`src/rtl/cavlc_pkg.sv`:
```
// Shared definitions for the CAVLC coefficient statistics scanner:
// FSM encoding, CAVLC block lengths, trailing-ones cap, count-field widths
// and the TotalZeros helper.
package cavlc_pkg;

  typedef enum logic [1:0] {
    ST_IDLE = 2'd0,
    ST_SCAN = 2'd1,
    ST_DONE = 2'd2
  } state_e;

  // Block lengths: luma 4x4, AC (DC removed), chroma DC 2x2
  localparam int unsigned BLK_LUMA = 16;
  localparam int unsigned BLK_AC   = 15;
  localparam int unsigned BLK_CDC  = 4;

  localparam int unsigned T1_MAX = 3;

  localparam int unsigned TC_W  = 5;  // total_coeff
  localparam int unsigned TZ_W  = 4;  // total_zeros
  localparam int unsigned T1_W  = 2;  // trailing_ones
  localparam int unsigned T1S_W = 3;  // t1_signs
  localparam int unsigned IDX_W = 4;  // coefficient index
  localparam int unsigned LEN_W = 5;  // blk_len

  // Zeros below the last nonzero: (last + 1 - total_coeff) in 5 bits, truncated
  function automatic logic [TZ_W-1:0] calc_total_zeros(input logic [TC_W-1:0]  tc,
                                                       input logic [IDX_W-1:0] last);
    logic [TC_W-1:0] span;
    span = TC_W'(last) + TC_W'(1);
    if (tc == '0) begin
      return '0;
    end
    return TZ_W'(span - tc);
  endfunction

endpackage

```
`src/rtl/cavlc_coeff_classify.sv`:
```
// Combinational classifier for one signed coefficient.
//   coeff   : WIDTH-bit two's complement coefficient
//   is_zero : coefficient is zero
//   is_pm1  : coefficient is exactly +1 or -1 (the most negative value is not)
//   sign    : 1 when negative
module cavlc_coeff_classify #(
  parameter int unsigned WIDTH = 8
) (
  input  logic [WIDTH-1:0] coeff,
  output logic             is_zero,
  output logic             is_pm1,
  output logic             sign
);

  // Direct compares against +1 and all-ones avoid any abs() overflow on -2^(WIDTH-1)
  assign is_zero = (coeff == '0);
  assign is_pm1  = (coeff == WIDTH'(1)) || (coeff == '1);
  assign sign    = coeff[WIDTH-1];

endmodule

```
`src/rtl/cavlc_coeff_stats_scan.sv`:
```
// Serial CAVLC statistics scanner. Accepts one zig-zag ordered block over a
// valid/ready handshake, walks it from index L-1 down to 0 (one coefficient per
// cycle) and reports TotalCoeff, TotalZeros, TrailingOnes with signs and the
// index of the highest nonzero coefficient.
//   clk, rst         : clock, synchronous active-high reset
//   coeff_in         : flattened block, coefficient i at [i*WIDTH +: WIDTH]
//   blk_len          : block length (out-of-range values mean MAX_COEFF)
//   in_valid/ready   : input handshake
//   total_coeff ..   : registered results, meaningful while out_valid = 1
//   out_valid/ready  : output handshake
module cavlc_coeff_stats_scan
  import cavlc_pkg::*;
#(
  parameter int unsigned WIDTH     = 8,
  parameter int unsigned MAX_COEFF = BLK_LUMA
) (
  input  logic                       clk,
  input  logic                       rst,
  input  logic [MAX_COEFF*WIDTH-1:0] coeff_in,
  input  logic [LEN_W-1:0]           blk_len,
  input  logic                       in_valid,
  output logic                       in_ready,
  output logic [TC_W-1:0]            total_coeff,
  output logic [TZ_W-1:0]            total_zeros,
  output logic [T1_W-1:0]            trailing_ones,
  output logic [T1S_W-1:0]           t1_signs,
  output logic [IDX_W-1:0]           last_nz_idx,
  output logic                       out_valid,
  input  logic                       out_ready
);

  localparam logic [LEN_W-1:0] LEN_MAX = LEN_W'(MAX_COEFF);

  state_e             state_q, state_d;
  logic [IDX_W-1:0]   idx_q, idx_d;
  logic               t1_open_q, t1_open_d;
  logic [TC_W-1:0]    tc_q, tc_d;
  logic [T1_W-1:0]    t1_q, t1_d;
  logic [T1S_W-1:0]   t1s_q, t1s_d;
  logic [IDX_W-1:0]   last_q, last_d;

  logic [TC_W-1:0]    total_coeff_d;
  logic [TZ_W-1:0]    total_zeros_d;
  logic [T1_W-1:0]    trailing_ones_d;
  logic [T1S_W-1:0]   t1_signs_d;
  logic [IDX_W-1:0]   last_nz_idx_d;
  logic               out_valid_d;
  logic               in_ready_d;

  logic [WIDTH-1:0]   coeff_q [MAX_COEFF];
  logic [WIDTH-1:0]   cur_coeff;
  logic               cur_zero, cur_pm1, cur_sign;
  logic               accept;
  logic [LEN_W-1:0]   eff_len;

  assign accept    = in_valid && in_ready;
  assign cur_coeff = coeff_q[idx_q];
  assign eff_len   = ((blk_len != '0) && (blk_len <= LEN_MAX)) ? blk_len : LEN_MAX;

  cavlc_coeff_classify #(
    .WIDTH (WIDTH)
  ) u_classify (
    .coeff   (cur_coeff),
    .is_zero (cur_zero),
    .is_pm1  (cur_pm1),
    .sign    (cur_sign)
  );

  // Next-state and result computation
  always_comb begin
    state_d         = state_q;
    idx_d           = idx_q;
    t1_open_d       = t1_open_q;
    tc_d            = tc_q;
    t1_d            = t1_q;
    t1s_d           = t1s_q;
    last_d          = last_q;
    total_coeff_d   = total_coeff;
    total_zeros_d   = total_zeros;
    trailing_ones_d = trailing_ones;
    t1_signs_d      = t1_signs;
    last_nz_idx_d   = last_nz_idx;
    out_valid_d     = out_valid;

    unique case (state_q)
      ST_IDLE: begin
        if (accept) begin
          idx_d     = IDX_W'(eff_len - LEN_W'(1));
          t1_open_d = 1'b1;
          tc_d      = '0;
          t1_d      = '0;
          t1s_d     = '0;
          last_d    = '0;
          state_d   = ST_SCAN;
        end
      end

      ST_SCAN: begin
        if (!cur_zero) begin
          tc_d = tc_q + TC_W'(1);
          // Scanning top-down, so the first nonzero met is the highest one
          if (tc_q == '0) begin
            last_d = idx_q;
          end
          if (t1_open_q && cur_pm1 && (t1_q < T1_W'(T1_MAX))) begin
            t1_d         = t1_q + T1_W'(1);
            t1s_d[t1_q]  = cur_sign;
          end else begin
            t1_open_d = 1'b0;
          end
        end

        if (idx_q == '0) begin
          total_coeff_d   = tc_d;
          total_zeros_d   = calc_total_zeros(tc_d, last_d);
          trailing_ones_d = t1_d;
          t1_signs_d      = t1s_d;
          last_nz_idx_d   = last_d;
          out_valid_d     = 1'b1;
          state_d         = ST_DONE;
        end else begin
          idx_d = idx_q - IDX_W'(1);
        end
      end

      ST_DONE: begin
        if (out_ready) begin
          out_valid_d = 1'b0;
          state_d     = ST_IDLE;
        end
      end

      default: begin
        state_d = ST_IDLE;
      end
    endcase

    in_ready_d = (state_d == ST_IDLE);
  end

  // Control, accumulator and result registers
  always_ff @(posedge clk) begin
    if (rst) begin
      state_q       <= ST_IDLE;
      idx_q         <= '0;
      t1_open_q     <= 1'b0;
      tc_q          <= '0;
      t1_q          <= '0;
      t1s_q         <= '0;
      last_q        <= '0;
      total_coeff   <= '0;
      total_zeros   <= '0;
      trailing_ones <= '0;
      t1_signs      <= '0;
      last_nz_idx   <= '0;
      out_valid     <= 1'b0;
      in_ready      <= 1'b1;
    end else begin
      state_q       <= state_d;
      idx_q         <= idx_d;
      t1_open_q     <= t1_open_d;
      tc_q          <= tc_d;
      t1_q          <= t1_d;
      t1s_q         <= t1s_d;
      last_q        <= last_d;
      total_coeff   <= total_coeff_d;
      total_zeros   <= total_zeros_d;
      trailing_ones <= trailing_ones_d;
      t1_signs      <= t1_signs_d;
      last_nz_idx   <= last_nz_idx_d;
      out_valid     <= out_valid_d;
      in_ready      <= in_ready_d;
    end
  end

  // Block capture; data only, no reset needed
  always_ff @(posedge clk) begin
    if (!rst && accept) begin
      for (int i = 0; i < int'(MAX_COEFF); i++) begin
        coeff_q[i] <= coeff_in[i*WIDTH +: WIDTH];
      end
    end
  end

endmodule

```
`config.mk`:
```
export PLATFORM = sky130hd
export DESIGN_NAME = cavlc_coeff_stats_scan
export DESIGN_NICKNAME = d
export VERILOG_FILES = /design/src/rtl/cavlc_pkg.sv /design/src/rtl/cavlc_coeff_classify.sv /design/src/rtl/cavlc_coeff_stats_scan.sv
export SDC_FILE = /design/constraint.sdc
export NUM_CORES = 1
export LEC_CHECK = 0
export BUFFER_PORTS_ARGS = -buffer_cell sky130_fd_sc_hd__buf_2
export CAP_MARGIN = 15
export CORE_ASPECT_RATIO = 0.7
export CORE_MARGIN = 2
export CORE_UTILIZATION = 49
export DETAILED_ROUTE_END_ITERATION = 16
export HOLD_SLACK_MARGIN = 0.06
export MAX_ROUTING_LAYER = met4
export PLACE_DENSITY = 0.76
export SLEW_MARGIN = 15
export SYNTH_ARGS = -nofsm -noshare
export SYNTH_HDL_FRONTEND = slang
export SYNTH_SLANG_ARGS = --single-unit
```
`constraint.sdc`:
```
create_clock -name clk -period 6.94 [get_ports clk]
set_input_delay 1.388 -clock clk [delete_from_list [all_inputs] [get_ports clk]]
set_output_delay 1.388 -clock clk [all_outputs]
set_load 0.05 [all_outputs]
```
Word level (Yosys, flattened, before mapping)
Memory sizes are Yosys's and may differ from the RTL's. A register that Yosys moved wholly into a read port is not among the register bits.
Cells that the tools add are included.
{"block": "totals", "elab_cells": 101, "memories": 1, "mem_bits_rw": 128, "ff_bits": 41, "out_inout_bits": 20, "inputBits": 137}
{"name": "coeff_q", "depth": 16, "width": 8, "rd": 1, "rd_ports_with_merged_regs": 1, "wr": 16, "line_no": "cavlc_coeff_stats_scan.sv:50", "rtl": "logic [WIDTH-1:0] coeff_q [MAX_COEFF];"}
{"block": "classes", "n_eq_ne": 10, "n_mux": 44, "addsub": 6, "n_reduce_logical": 22, "order_cmp": 4}
{"operator": "$mux 4", "count": 11}
{"operator": "$pmux 4 s2", "count": 2}
{"operator": "$mux 5", "count": 3}
{"operator": "$mux 2", "count": 6}
{"operator": "$ne 2x2->1 const B", "count": 6}
{"operator": "$mux 1", "count": 11}
{"operator": "$logic_not 5->1", "count": 2}
{"operator": "$pmux 5 s2", "count": 1}
{"operator": "$mux 3", "count": 3}
{"operator": "$eq 8x1->1 const B", "count": 1}
{"operator": "$eq 8x8->1 const B", "count": 1}
{"operator": "$logic_not 8->1", "count": 1}
{"operator": "$sub 4x1->4 const B", "count": 2}
{"operator": "$logic_and 1x1->1", "count": 6}
{"operator": "$pmux 2 s3", "count": 1}
{"operator": "$pmux 3 s2", "count": 1}
{"operator": "$reduce_and 3->1", "count": 2}
{"operator": "$add 5x1->5 const B", "count": 1}
{"operator": "$le 5x5->1 const B", "count": 1}
{"operator": "$reduce_bool 5->1", "count": 1}
{"operator": "$add 4x1->4 const B", "count": 1}
{"operator": "$logic_not 2->1", "count": 2}
{"operator": "$logic_not 4->1", "count": 1}
{"operator": "$pmux 1 s2", "count": 2}
{"operator": "15 further kinds", "count": 17}

Depth between registers and ports, before layout
{"block": "depth", "ltp_word": 8, "depth_mapped": 18, "depth_no_buf": 15}

Hierarchy
Synthesis repeated with hierarchy kept, for this count alone.
{"block": "hier_totals", "hier_cells": 429, "area_unflattened_um2": 7069.3}
{"module": "cavlc_coeff_stats_scan", "n_inst": 1, "cells_per_inst": 421, "area_each_um2": 7004.2}
{"module": "cavlc_coeff_classify", "n_inst": 1, "cells_per_inst": 8, "area_each_um2": 65.1}

Least setup slack after synthesis
No wires, ideal clock.
{"block": "synth_timing", "kind": "in2reg", "from": "input rst", "to": "memory coeff_q[0][0] (enable)", "arrival_ns": 6.932, "cell_stages": 2, "setup_slack_ns": -0.609, "n_path_buf": 1, "setup_time_ns": 0.617, "path_cell_list": "clkbuf_1 nor2_1"}
{"element": "start: declaration", "line_no": "cavlc_coeff_stats_scan.sv:18", "rtl": "input logic rst,"}
{"element": "end: declaration", "line_no": "cavlc_coeff_stats_scan.sv:50"}

==> metrics.md <==
| Metric | Value |
|---|---|
| Worst slew margin | 0.353 |
| Final estimated routing congestion in global placement | around 0.84 |
| Syn Nets | 640 |
| Congestion Overflow GR | 0 |
| FP Rows | 37 |
| Cells on worst reg2reg path | 13 |
| CP startpoint kind | flip-flop |
| Clk buf depth | 2 |
| EDFF count, synth | 128 |
| Cell internal pwr | roughly 2100 uW |
| DIE AREA | between 15000 and 20000 um^2 |
| Sw frac | 0.346 |
| Share of the synthesized area in the top cell type | 0.532 |
| Total negative slack | 0 ns |
| Gate Count Post-Synth | 492 |
| Die Span X | 149 um |
| Syn Area/Cell | between 10 and 15 um^2 |
| Via count | 4740 |
| Post-synth ARST share | 0 |
| Top cells by area, synth | edfxtp_1 53%, dfxtp_1 12%, mux4_2 6.9% |
| Vias per cell | roughly 5.5 |
| Yosys warning total | 0 |
| RSZ-0062 raised after global routing | no |
| Core Region | roughly 15000 um^2 |
| Clock latency at the later pin of the worst-skew pair | 0.43 ns |
| Final Net Count | slightly below 800 |
| Leakage power | 0.00322 uW |
| Worst Path Arrival | 5.07 ns |
| Cts bufs inserted | 17 |
| Synthesized cell area | 7230 um^2 |
| Cts repair resizes | 0 |
| Worst setup EP type | flip-flop |
| Fin crit period | between 4 and 5 ns |
| # diodes | 0 |
| Hold EP | total_zeros[1]$_SDFFE_PP0P_ |
| R2R Path End | total_zeros[3]$_SDFFE_PP0P_ |
| Total track usage | 0.214 |
| Clock network power share | 0.263 |
| Synth Register Bits | 173 |
| Post-Route WL | roughly 16000 um |
| Final clock skew | ~0.0079 ns |
| Area Growth Syn to Fin | 20.4% |
| Post-synthesis cell type count | 59 |
| Largest net degree at the start of global routing | 74 |
| Setup CP Type | reg -> reg |
| Layout Cells excl Fill | roughly 860 |
| DRC viols | 0 |
| Maximum vdd ir drop | roughly 0.18 mV |
| Post-synth top area cell | edfxtp_1 |
| Placed insts | 824 |
| Port bufs | 156 |
| Post-route ant nets | 0 |
| H-tree levels | 4 |
| PD cells | about 370 nW/um^2 |
| Synth top cells by count | 128 x edfxtp_1, 45 x dfxtp_1, 41 x nor2_1, 32 x nand2_1, 24 x a21oi_1 |
| Status | finished, final reports clean |
| Psw | around 1100 uW |
| Tcrit/Tclk final | 0.689 |
| Worst-path clk slew | 0.06 ns |
| Worst-path fanout max | 24 |
| Hold violation total from the final report | 0 |
| DR iter-0 viols | between 300 and 400 |
| Vias in the first global route | 4648 |
| Post-CTS setup buffers | 0 |
| Antenna violations before repair | 0 |
| Top_reg_cell synth | edfxtp_1 |
| Io pins | around 160 |
| WHS Path Cells | 2 |
| Hold WC Path Type | reg -> reg |
| Logic pwr share | 0.311 |
| Root Buffer | clkbuf_16 |
| Die Span Y | about 110 um |
| Reg power frac | 0.426 |
| First drt pass iteration count | 5 |
| Wire per inst | around 18 um |
| CTS Hold Bufs | 0 |
| Seq/Total Area, Yosys | 0.657 |
| FF-to-FF setup slack | between 2 and 2.5 ns |
| Final Slew Violations | 0 |
| Max-capacitance violation count | 0 |
| Slew @ Worst Pin | a little under 1 ns |
| Initial Util | 0.497 |
| Share of cells above drive strength 1 | 0.349 |
| CTS sink count | 173 |
| DP HPWL | about 11000 um |
| FMAX | approximately 0.21 GHz |
| Hold path start | total_zeros[1]$_SDFFE_PP0P_ |
| Setup Viol. Count Final | 0 |
| Global-route wire length before repair | around 24000 um |
| Required time of the worst setup path | about 7.2 ns |
| Most common cell in the synthesized netlist | edfxtp_1 |
| CTS tree | built |
[through the flow]
step | instance area (um^2) | power [uW] | hold slack [ns] | util | worst slack, ns
detailed placement | 8170 | 2400 | 0.447 | 0.562 | 2.12
global placement | 8170 | 2370 | 0.445 | 0.562 | 2.23
CTS | 8700 | 3270 | 0.456 | 0.598 | 2.09
global route | 8700 | 3410 | 0.474 | 0.599 | 1.92
finish | 8700 | 3250 | 0.452 | 0.599 | 2.16
floorplan | 7230 | 2150 | 0.432 | - | 1.56
[cell usage in the layout (no fill, tap or decap), types with 3 or more instances in the layout]
master     synthesis  layout
nor4_1             3       3
clkinv_4           0       3
mux4_2            22      22
xor2_1             3       3
buf_2              5     156
nand2b_1           4       4
edfxtp_1         128     128
nand3_1           17      17
a221oi_1           3       3
a211oi_1           7       7
nor3b_1            6       6
o22ai_1            3       3
o21ai_0            7       7
nand2_1           32      32
nor3_1             9       9
buf_4              1       5
mux2_2             8       8
dfxtp_1           45      44
clkinv_1           0       3
nor2b_1            8       7
o211ai_1           4       4
a21oi_1           24      24
clkbuf_16          0      17
xnor2_1            4       4
ha_1              10      10
inv_1              8       8
mux2i_1           14      14
a22oi_1           13      13
mux4_1             5       5
nand4_1            3       3
nor2_1            41      40
[how the worst max path moves through the flow]
stage                             endpoint  slack, ns  cells after the start
2_1_floorplan      coeff_q[0][0]$_DFFE_PP_       1.56                      2
3_3_place_gp   total_zeros[3]$_SDFFE_PP0P_       2.23                     13
3_5_place_dp   total_zeros[3]$_SDFFE_PP0P_       2.12                     13
4_1_cts        total_zeros[3]$_SDFFE_PP0P_       2.09                     13
5_1_grt        total_zeros[3]$_SDFFE_PP0P_       1.92                     13
6_report       total_zeros[3]$_SDFFE_PP0P_       2.16                     13
[final cells by class]
class                   instances  area (um^2)
well taps                     195          244
multi-input cells             287         2340
clock buffers                  19          433
inverters                       8         30.0
fillers                      1168         5830
clock inverters                13         92.6
repair buffers                161          818
flip-flops and latches        173         4750
[state kept, by name, summed over array words and instances, names as in the netlist, named ones only]
| name | flops |
|---|---|
| in_ready | 1 |
| last_nz_idx | 4 |
| tc_q | 5 |
| state_q | 2 |
| out_valid | 1 |
| last_q | 4 |
| total_zeros | 4 |
| t1_q | 2 |
| total_coeff | 5 |
| t1_open_q | 1 |
| t1s_q | 3 |
| t1_signs | 3 |
| trailing_ones | 2 |
| idx_q | 4 |
| coeff_q | 128 |
[power by group through the flow]
stage                     clock network (uW)  registers, uW  logic, uW
final                                    855           1380       1010
after CTS                                873           1380       1010
after detailed placement                   0           1410        998
after global placement                     0           1400        973
after global routing                     911           1400       1100
after floorplan                            0           1440        716
[logic make-up (layout without fill, tap and decap cells)]
family,Yosys count,after routing,share of synthesized area
simple gates,137,137,0.0937
fa+ha+maj,11,11,0.0201
buf+inv,32,201,0.0211
flops,173,173,0.657
compound gates,82,82,0.0783
mux,49,49,0.119
xor+xnor,8,8,0.0116
[worst max-delay path: stages (launching register included)]
cell and delay (ns):
dfxtp_2 0.58, buf_4 0.48, mux4_2 0.56, nand3_1 0.09, nand3_1 0.13, or4_4 0.54, o31ai_4 0.46, mux2_2 0.42
ha_1 0.33, fa_1 0.45, xor2_1 0.18, xnor3_1 0.22, nand3_1 0.11, a21oi_2 0.06
[metal layers]
| layer | up-vias | part of all wire | GRT usage |
|---|---|---|---|
| met4 | 0 | 0.011 | 0.0680 |
| met5 | - | 0 | - |
| met3 | 18 | 0.079 | 0.0537 |
| met2 | 204 | 0.46 | 0.313 |
| li1 | 2229 | - | - |
| met1 | 2289 | 0.45 | 0.297 |
(Power assumes the default switching activity.)
